[src/rtl/monitor_rpt_pkg.sv]
`default_nettype none
// ============================================================================
//  Module   : monitor_rpt_pkg
//  Purpose  : Shared constants, entry record and drain-FSM state encoding
//             for the LTL monitor report arbiter.
//  Contents : NUM_REPORTS_DEF, IDX_W_DEF, RPT_ID_W, rpt_entry_t, drain_state_t
//  Revision : 1.0  initial release
// ============================================================================
package monitor_rpt_pkg;

    localparam int NUM_REPORTS_DEF = 28;
    localparam int IDX_W_DEF       = 32;
    localparam int RPT_ID_W        = $clog2(NUM_REPORTS_DEF);

    // Buffered record for the default configuration: report vector + symbol tag.
    typedef struct packed {
        logic [NUM_REPORTS_DEF-1:0] vec;
        logic [IDX_W_DEF-1:0]       idx;
    } rpt_entry_t;

    typedef enum logic [0:0] {
        IDLE = 1'b0,
        EMIT = 1'b1
    } drain_state_t;

endpackage : monitor_rpt_pkg
`default_nettype wire

[src/rtl/monitor_rpt_fifo.sv]
`default_nettype none
// ============================================================================
//  Module   : monitor_rpt_fifo
//  Purpose  : Synchronous FIFO with occupancy count. A push into a full FIFO
//             is accepted only when a pop happens in the same cycle; a pop
//             from an empty FIFO is ignored.
//  Ports    : clk, reset (sync, active high)
//             push_i/wdata_i   write request and data
//             pop_i            read request (head is rdata_o)
//             rdata_o          head entry (valid when !empty_o)
//             count_o          entries held, 0..DEPTH
//             empty_o/full_o   occupancy flags
//  Revision : 1.0  initial release
// ============================================================================
module monitor_rpt_fifo #(
    parameter  int WIDTH = 60,
    parameter  int DEPTH = 8,
    localparam int AW    = $clog2(DEPTH),
    localparam int CW    = AW + 1
) (
    input  logic             clk,
    input  logic             reset,
    input  logic             push_i,
    input  logic [WIDTH-1:0] wdata_i,
    input  logic             pop_i,
    output logic [WIDTH-1:0] rdata_o,
    output logic [CW-1:0]    count_o,
    output logic             empty_o,
    output logic             full_o
);

    logic [WIDTH-1:0] mem_q [DEPTH];
    logic [AW-1:0]    wr_ptr_q;
    logic [AW-1:0]    rd_ptr_q;
    logic [CW-1:0]    count_q;
    logic [CW-1:0]    count_d;
    logic             w_wr_en;
    logic             w_rd_en;

    assign empty_o = (count_q == '0);
    assign full_o  = (count_q == CW'(DEPTH));
    assign count_o = count_q;
    assign rdata_o = mem_q[rd_ptr_q];

    assign w_rd_en = pop_i && !empty_o;
    // Room is freed by a same-cycle pop, so a full FIFO can still take a write.
    assign w_wr_en = push_i && (!full_o || w_rd_en);

    always_comb begin
        count_d = count_q;
        case ({w_wr_en, w_rd_en})
            2'b10:   count_d = count_q + CW'(1);
            2'b01:   count_d = count_q - CW'(1);
            default: count_d = count_q;
        endcase
    end

    // Pointers wrap naturally because DEPTH is a power of two.
    always_ff @(posedge clk) begin
        if (reset) begin
            wr_ptr_q <= '0;
            rd_ptr_q <= '0;
            count_q  <= '0;
        end else begin
            count_q <= count_d;
            if (w_wr_en) wr_ptr_q <= wr_ptr_q + AW'(1);
            if (w_rd_en) rd_ptr_q <= rd_ptr_q + AW'(1);
        end
    end

    // Storage carries no reset; occupancy is tracked by count_q alone.
    always_ff @(posedge clk) begin
        if (w_wr_en) mem_q[wr_ptr_q] <= wdata_i;
    end

endmodule : monitor_rpt_fifo
`default_nettype wire

[src/rtl/monitor_report_arbiter.sv]
`default_nettype none
// ============================================================================
//  Module   : monitor_report_arbiter
//  Purpose  : Captures non-zero per-symbol report vectors from the LTL monitor
//             stages, tags them with the symbol index, buffers them and drains
//             one (id, index) record per handshake, lowest bit first.
//  Ports    : clk, reset (sync, active high)
//             run, reports_in         symbol strobe and report vector
//             stall                   advisory back-pressure (count >= DEPTH-1)
//             rpt_valid/rpt_ready     record handshake
//             rpt_id, rpt_index       record payload
//             overflow                sticky drop flag
//             drop_cnt                saturating drop counter (optional)
//  Config   : define MONITOR_RPT_DROP_CNT_EN to add the drop_cnt output.
//  Revision : 1.0  initial release
// ============================================================================
module monitor_report_arbiter
    import monitor_rpt_pkg::*;
#(
    parameter int NUM_REPORTS = NUM_REPORTS_DEF,
    parameter int IDX_W       = IDX_W_DEF,
    parameter int FIFO_DEPTH  = 8
) (
    input  logic                           clk,
    input  logic                           reset,
    input  logic                           run,
    input  logic [NUM_REPORTS-1:0]         reports_in,
    output logic                           stall,
    output logic                           rpt_valid,
    input  logic                           rpt_ready,
    output logic [$clog2(NUM_REPORTS)-1:0] rpt_id,
    output logic [IDX_W-1:0]               rpt_index,
`ifdef MONITOR_RPT_DROP_CNT_EN
    output logic [15:0]                    drop_cnt,
`endif
    output logic                           overflow
);

    localparam int ID_W  = $clog2(NUM_REPORTS);
    localparam int ENT_W = NUM_REPORTS + IDX_W;
    localparam int CNT_W = $clog2(FIFO_DEPTH) + 1;

    drain_state_t           state_q, state_d;
    logic [NUM_REPORTS-1:0] wvec_q, wvec_d;
    logic [IDX_W-1:0]       widx_q, widx_d;
    logic [IDX_W-1:0]       sym_idx_q;
    logic                   overflow_q;

    logic                   w_capture;
    logic                   w_pop;
    logic                   w_drop;
    logic [ENT_W-1:0]       w_head;
    logic [NUM_REPORTS-1:0] w_head_vec;
    logic [IDX_W-1:0]       w_head_idx;
    logic [CNT_W-1:0]       w_count;
    logic                   w_empty;
    logic                   w_full;
    logic [ID_W-1:0]        w_low_id;
    logic [NUM_REPORTS-1:0] w_vec_clr;

    assign w_capture = run && (reports_in != '0);
    // Mirrors the FIFO's acceptance rule so the drop is flagged on the same edge.
    assign w_drop    = w_capture && w_full && !w_pop;

    monitor_rpt_fifo #(
        .WIDTH (ENT_W),
        .DEPTH (FIFO_DEPTH)
    ) u_fifo (
        .clk     (clk),
        .reset   (reset),
        .push_i  (w_capture),
        .wdata_i ({reports_in, sym_idx_q}),
        .pop_i   (w_pop),
        .rdata_o (w_head),
        .count_o (w_count),
        .empty_o (w_empty),
        .full_o  (w_full)
    );

    assign w_head_vec = w_head[ENT_W-1 -: NUM_REPORTS];
    assign w_head_idx = w_head[IDX_W-1:0];

    // Lowest-set-bit encoder: scanning downward leaves the lowest hit last.
    always_comb begin
        w_low_id = '0;
        for (int i = NUM_REPORTS - 1; i >= 0; i--) begin
            if (wvec_q[i]) w_low_id = ID_W'(i);
        end
    end

    assign w_vec_clr = wvec_q & ~(NUM_REPORTS'(1) << w_low_id);

    always_comb begin
        state_d   = state_q;
        wvec_d    = wvec_q;
        widx_d    = widx_q;
        w_pop     = 1'b0;
        rpt_valid = 1'b0;
        case (state_q)
            IDLE: begin
                if (!w_empty) begin
                    w_pop   = 1'b1;
                    wvec_d  = w_head_vec;
                    widx_d  = w_head_idx;
                    state_d = EMIT;
                end
            end
            EMIT: begin
                rpt_valid = 1'b1;
                if (rpt_ready) begin
                    wvec_d = w_vec_clr;
                    if (w_vec_clr == '0) begin
                        // Last bit of this vector: chain straight into the next one.
                        if (!w_empty) begin
                            w_pop  = 1'b1;
                            wvec_d = w_head_vec;
                            widx_d = w_head_idx;
                        end else begin
                            state_d = IDLE;
                        end
                    end
                end
            end
            default: state_d = IDLE;
        endcase
    end

    always_ff @(posedge clk) begin
        if (reset) begin
            state_q    <= IDLE;
            wvec_q     <= '0;
            widx_q     <= '0;
            sym_idx_q  <= '0;
            overflow_q <= 1'b0;
        end else begin
            state_q <= state_d;
            wvec_q  <= wvec_d;
            widx_q  <= widx_d;
            if (run)    sym_idx_q  <= sym_idx_q + IDX_W'(1);
            if (w_drop) overflow_q <= 1'b1;
        end
    end

`ifdef MONITOR_RPT_DROP_CNT_EN
    logic [15:0] drop_cnt_q;

    always_ff @(posedge clk) begin
        if (reset) begin
            drop_cnt_q <= '0;
        end else if (w_drop && (drop_cnt_q != 16'hFFFF)) begin
            drop_cnt_q <= drop_cnt_q + 16'd1;
        end
    end

    assign drop_cnt = drop_cnt_q;
`endif

    assign stall     = (w_count >= CNT_W'(FIFO_DEPTH - 1));
    assign rpt_id    = w_low_id;
    assign rpt_index = widx_q;
    assign overflow  = overflow_q;

endmodule : monitor_report_arbiter
`default_nettype wire

[config.mk]
export PLATFORM = sky130hd
export DESIGN_NAME = monitor_report_arbiter
export DESIGN_NICKNAME = d
export VERILOG_FILES = /design/src/rtl/monitor_rpt_pkg.sv /design/src/rtl/monitor_rpt_fifo.sv /design/src/rtl/monitor_report_arbiter.sv
export SDC_FILE = /design/constraint.sdc
export NUM_CORES = 1
export LEC_CHECK = 0
export BUFFER_PORTS_ARGS = -buffer_cell sky130_fd_sc_hd__buf_2
export CAP_MARGIN = 15
export CORE_UTILIZATION = 62
export CTS_CLUSTER_SIZE = 40
export DETAILED_ROUTE_END_ITERATION = 10
export PLACE_DENSITY = 0.89
export SLEW_MARGIN = 20
export SYNTH_ARGS = -nofsm -noshare
export SYNTH_HDL_FRONTEND = slang
export SYNTH_SLANG_ARGS = --single-unit
[constraint.sdc]
create_clock -name clk -period 11.8 [get_ports clk]
set_input_delay 0 -clock clk [delete_from_list [all_inputs] [get_ports clk]]
set_output_delay 0 -clock clk [all_outputs]
set_load 0.05 [all_outputs]
======== Yosys cells after proc, flatten, opt, wreduce, memory -nomap -nowiden ========
Memory sizes are Yosys's and may differ from the RTL's. A register that Yosys moved wholly into a read port is not among the register bits.
Index checks and enable logic that the tools add are counted.
word-level totals
  register bits after elaboration ......... 104
  memory bits (writable) .................. 480
  input port bits ......................... 32
  word-level logic and storage cells ...... 90
  memories kept ........................... 1
memory list
  memory        words  bits a word  read ports  clocked after memory_dff  wr ports  RTL line                RTL
  u_fifo.mem_q  8      60           1           1                         1         monitor_rpt_fifo.sv:32  logic [WIDTH-1:0] mem_q [DEPTH];
operators by class
  add/subtract/negate cells ............... 5
  order comparisons ....................... 1
  equal/unequal tests ..................... 6
  shift-type cells ........................ 1
  multiplexer cells ....................... 50
  bitwise gates (word level) .............. 3
  reductions and logical operators ........ 15
operators by type and width
  kind                     number
  $mux W5                  28
  $mux W28                 4
  $mux W32                 3
  $pmux W32 S2             1
  $pmux W28 S2             1
  $add A32 B1 Y32 const B  1
  $and A28 B28 Y28         1
  $logic_not A28 Y1        1
  $not A28 Y28             1
  $reduce_bool A28 Y1      1
  $shl A1 B5 Y28 const A   1
  $mux W1                  8
  $pmux W4 S2              1
  $add A3 B1 Y3 const B    2
  $mux W3                  2
  $logic_and A1 B1 Y1      5
  $add A4 B1 Y4 const B    1
  $eq A4 B4 Y1 const B     1
  $ge A4 B3 Y1 const B     1
  $logic_not A4 Y1         1
  $ne A2 B2 Y1 const B     2
  $pmux W1 S2              2
  $reduce_and A2 Y1        2
  $sub A4 B1 Y4 const B    1
  other kinds (7)          9

======== Longest topological paths before layout ========
  depth in word-level cells ............... 40
  gate-level depth with buffers ........... 20

======== Hierarchy ========
A second synthesis with hierarchy kept.
second synthesis, totals
  cell total of the unflattened synthesis .. 1315
  area, all modules ....................... 23284.8 µm²
modules (own cells, without submodules)
  module                  times used  cells an instance  area an instance (µm²)  seq. area each (µm²)
  monitor_rpt_fifo        1           766                18616.6                 14674.1
  monitor_report_arbiter  1           549                4668.2                  1881.8

======== Worst setup path before layout ========
OpenSTA, ideal clock, no wires.
  path type ............................... register to register
  start point ............................. reg wvec_q[8]
  end point ............................... mem u_fifo.mem_q[1][0], enable pin
  setup time .............................. 0.627 ns
  arrival ................................. 8.973 ns
  path slack .............................. 2.200 ns
  stages on the path, launching flop included .. 12
  buffers on the path ..................... 1
  clock period less this slack ............ 9.600 ns
  path through ............................ dfxtp_1 or4_4 a21bo_1 a31oi_2 nor2b_1 buf_4 nand4_1 a221o_1 nor4_4 a21oi_4 a21oi_2 nor4bb_1
on the way
  cells in the longest elaborated chain, start to end .. 21
ends and longest elaborated chain
  what                           RTL line                       RTL
  from (decl)                    monitor_report_arbiter.sv:44   logic [NUM_REPORTS-1:0] wvec_q, wvec_d;
  from (signal assigned)         monitor_report_arbiter.sv:137  wvec_q <= wvec_d;
  $mux W5 (9 in a row)           monitor_report_arbiter.sv:87   if (wvec_q[i]) w_low_id = ID_W'(i);
  via rpt_id[2]                  monitor_report_arbiter.sv:31   output logic [$clog2(NUM_REPORTS)-1:0] rpt_id,
  $shl A1 B5 Y28                 monitor_report_arbiter.sv:91   assign w_vec_clr = wvec_q & ~(NUM_REPORTS'(1) << w_low_id);
  $not A28 Y28                   monitor_report_arbiter.sv:91
  $and A28 B28 Y28               monitor_report_arbiter.sv:91
  $logic_not A28 Y1              monitor_report_arbiter.sv:112  if (w_vec_clr == '0) begin
  $mux W1                        monitor_report_arbiter.sv:112
  $mux W1                        monitor_report_arbiter.sv:110  if (rpt_ready) begin
  $pmux W1 S2                    monitor_report_arbiter.sv:99   case (state_q)
  $logic_and A1 B1 Y1            monitor_rpt_fifo.sv:45         assign w_rd_en = pop_i && !empty_o;
  $logic_or A1 B1 Y1             monitor_rpt_fifo.sv:47         assign w_wr_en = push_i && (!full_o || w_rd_en);
  $logic_and A1 B1 Y1            monitor_rpt_fifo.sv:47
  $mux W1                        monitor_rpt_fifo.sv:73         if (w_wr_en) mem_q[wr_ptr_q] <= wdata_i;
  $mux W1 (not written as such)  monitor_rpt_fifo.sv:73
  to (decl)                      monitor_rpt_fifo.sv:32
The timed path passes the listed nets, and every way through them passes these cells.

======== Worst setup path in the final report ========
  start point ............................. reg wvec_q[12]
  end point ............................... mem u_fifo.mem_q[1][42], enable pin
on the way
  cells in the longest elaborated chain, start to end .. 25
ends and longest elaborated chain
  what                               RTL line
  $mux W5 (13 in a row)              monitor_report_arbiter.sv:87
  $shl A1 B5 Y28                     monitor_report_arbiter.sv:91
  $not A28 Y28                       monitor_report_arbiter.sv:91
  $and A28 B28 Y28 (*)               monitor_report_arbiter.sv:91
  $logic_not A28 Y1 (*)              monitor_report_arbiter.sv:112
  $mux W1 (*)                        monitor_report_arbiter.sv:112
  $mux W1 (*)                        monitor_report_arbiter.sv:110
  $pmux W1 S2 (*)                    monitor_report_arbiter.sv:99
  $logic_and A1 B1 Y1 (*)            monitor_rpt_fifo.sv:45
  $logic_or A1 B1 Y1 (*)             monitor_rpt_fifo.sv:47
  $logic_and A1 B1 Y1 (*)            monitor_rpt_fifo.sv:47
  $mux W1 (*)                        monitor_rpt_fifo.sv:73
  $mux W1 (not written as such) (*)  monitor_rpt_fifo.sv:73
Mark *: on every way between the ends. The rest lies on a longest branch, timed or not.

==> out/metrics.yaml <==
synthFlopType: "edfxtp_1"
syn_nets: 1393
yosysTopAreaCellShare_pct: 61.3
setup_tns_ns: 0
portBuffers: 71
ant_nets: 0
antenna_found_initial: 2
synth_area_leaders: "edfxtp_1, mux4_2, dfxtp_1, mux2i_1, a21oi_1"
yosysMostFrequentCell: "edfxtp_1"
yosys_warnings: 0
layout-drive-gt1-share_pct: 23.3
highest_layer: "met4"
core-area_sq_mm: 0.0370
ys_ff_latch: 587
synth_area_sq_mm: 0.0235
wl_met3_um: 5890
arrival_ns: 5.90
relSlewSlack_pct: 26.7
clock.fmax_mhz: 176
cts_sinks: 587
dp_hpwl_um: 29200
wirelength_met1_um: 22100
drtIter0Drc: 1841
outcome: "finished clean"
grt-ovfl-total: 0
root_buffer: "clkbuf_16"
reg2reg_depth: 12
drv_slew: 0
rsz0062_at_grt: "false"
crit_path_start_kind: "flip-flop"
max-clock-path-buffers: 3
netlist_instances: 1355
ctsResizeCount: 0
die-area_sq_mm: 0.0387
grt_pass1_wl_um: 88700
final_util_pct: 71.6
die_y_um: 197
wl_met2_um: 29900
cts_setup_buffers: 0
pwr_density_cell_mw_per_mm2: 263
clk_pin_slew_worst_paths_ns: 0.08
critical_path_class: "reg -> reg"
rows: 70
cts_buffers: 54
areaGrowthSynthToFinish_pct: 12.7
min_period_over_period_pct: 48.3
htreeDepth: 2
netlist.top_cell.by_area: "edfxtp_1"
cts_tree: "done"
hp-class: "in -> reg"
avgRoutedWirePerCell_um: 29.7
min_period_ns: 5.70
cp-end-kind: "flip-flop"
synthTopCellsByCount: "edfxtp_1, mux4_2, dfxtp_1, a21oi_1"
fin_nets: 1488
ys_types: 85
cap_violations: 0
crit_fanout: 52
num_vias: 13800
drt-pass1-iter-count: 5
grt_usage_pct: 31.5
clock_latency_ns: 0.60
routabilityCongestion: 0.876
tightest_slew_ns: 1.10
required_ns: 12.00
finalWirelength_um: 59400
synth-edff-count: 480
hold_depth: 2
start_util_pct: 63.6
p_leak_nw: 8.45
seq_area_frac_synth_pct: 70.5
drc: 0
die_w_um: 197
syn_avg_cell_area_sq_um: 17.3
ir_drop_mv: 0.188
hold_viol: 0
ios: 72
setup_viol: 0
vias_per_cell: 6.92
grt_start_max_net_pins: 121
grt_pass1_vias: 13700
ys_async_sr_fraction_pct: 0
skew_ns: 0.0295
## kinds of logic (layout without fill, tap and decap cells)
family	after synthesis	count (layout)	synth area share, %
adder cells (fa/ha/maj)	6	6	0.351
buffers and inverters	110	251	2.36
flip-flops	587	587	70.5
multiplexers	189	189	14.5
XOR/XNOR	28	28	1.04
other	0	1	0
AND/OR/NAND/NOR	231	231	5.37
AO/OA/AOI/OAI	204	204	5.95
## repair_timing
| action | 4_1_cts | 5_1_grt |
|---|---|---|
| hold buffers | 30 | 0 |
| endpoints found under the hold margin | 256 | 0 |
| endpoints found under the setup margin | 0 | 0 |
## per-stage QoR
stage | setup slack [ns] | area [sq um] | hold WS, ns | cells | power (W)
after floorplan | 2.20 | 23500 | 0.0989 | 1355 | 0.00450
after global routing | 5.76 | 26500 | 0.251 | 2000 | 0.00720
after CTS | 6.17 | 26500 | 0.222 | 2000 | 0.00690
after detailed placement | 6.33 | 24200 | 0.297 | 1868 | 0.00501
after global placement | 6.37 | 24200 | 0.280 | 1868 | 0.00497
final | 6.10 | 26500 | 0.240 | 2001 | 0.00696
## state kept, by name (all words and copies together) (netlist names), named ones only
name	count
u_fifo.count_o	4
rpt_index	32
u_fifo.mem_q	480
overflow	1
sym_idx_q	32
u_fifo.wr_ptr_q	3
wvec_q	28
u_fifo.rd_ptr_q	3
state_q	1
## worst max-delay path, stage by stage (launching register included)
cell and delay, ns:
dfxtp_1 0.50, nor2_1 0.09, o311ai_1 0.32, a2111o_1 0.28, or2_1 0.48, inv_2 0.22
or3_1 0.41, a221o_1 0.35, nor4_4 0.38, a21oi_4 0.18, a21oi_2 0.50, nor4bb_4 0.73
buf_4 0.78
## area by class of cell
| type | count | area [sq um] |
|---|---|---|
| antenna | 1 | 2.50 |
| clock buffer | 78 | 1640 |
| clock inverter | 24 | 292 |
| fill | 2105 | 10500 |
| inverter | 34 | 128 |
| multi-input combinational | 658 | 6450 |
| sequential | 587 | 16600 |
| tap | 504 | 631 |
| timing repair buffer | 115 | 776 |
## report_power, final
group / leakage, nW / switching [W] / internal [W]
combinational: 2.30 / 0.00159 / 0.000833
clock: 0.955 / 0.000799 / 0.00109
sequential: 5.20 / 0.000191 / 0.00245
total: 8.45 / 0.00258 / 0.00437
## layout by cell type (no fill, tap or decap), types with 4 or more instances in the layout
master	count
mux2_2	6
bufinv_16	5
edfxtp_1	480
or3_1	9
nand3_1	14
nand4_1	10
nor2_1	62
o32ai_1	26
nor3_1	8
and3_2	4
nand2b_1	6
buf_4	14
inv_1	33
xnor2_1	7
a31oi_1	4
and4_1	4
a21oi_1	78
nor4_1	13
nor2b_1	8
and3_1	9
inv_6	4
clkinv_2	11
dfxtp_1	104
nand2_1	47
o21ai_0	17
clkbuf_1	10
dlygate4sd3_1	30
a211oi_1	36
clkbuf_8	9
or4_1	5
clkbuf_16	59
mux2i_1	63
buf_2	70
xor2_1	21
mux4_2	120
ha_1	5
## per-layer routing
metal / up-vias / track usage [%]
met1: 7005 / 43.7
met3: 127 / 5.10
li1: 5653 / -
met4: 0 / 9.73
met2: 1061 / 52.2
met5: - / 0
## final timing paths
path                                    startpoint                   to  slack (ns)
worst max-delay path                    wvec_q[12]  u_fifo.mem_q[1][42]        6.10
worst max register to register          wvec_q[12]  u_fifo.mem_q[1][42]        6.10
worst min-delay path                 reports_in[6]  u_fifo.mem_q[2][38]        0.24
worst min register to register  u_fifo.rd_ptr_q[1]            flip-flop        0.51
Power figures use the tool's default switching activity.
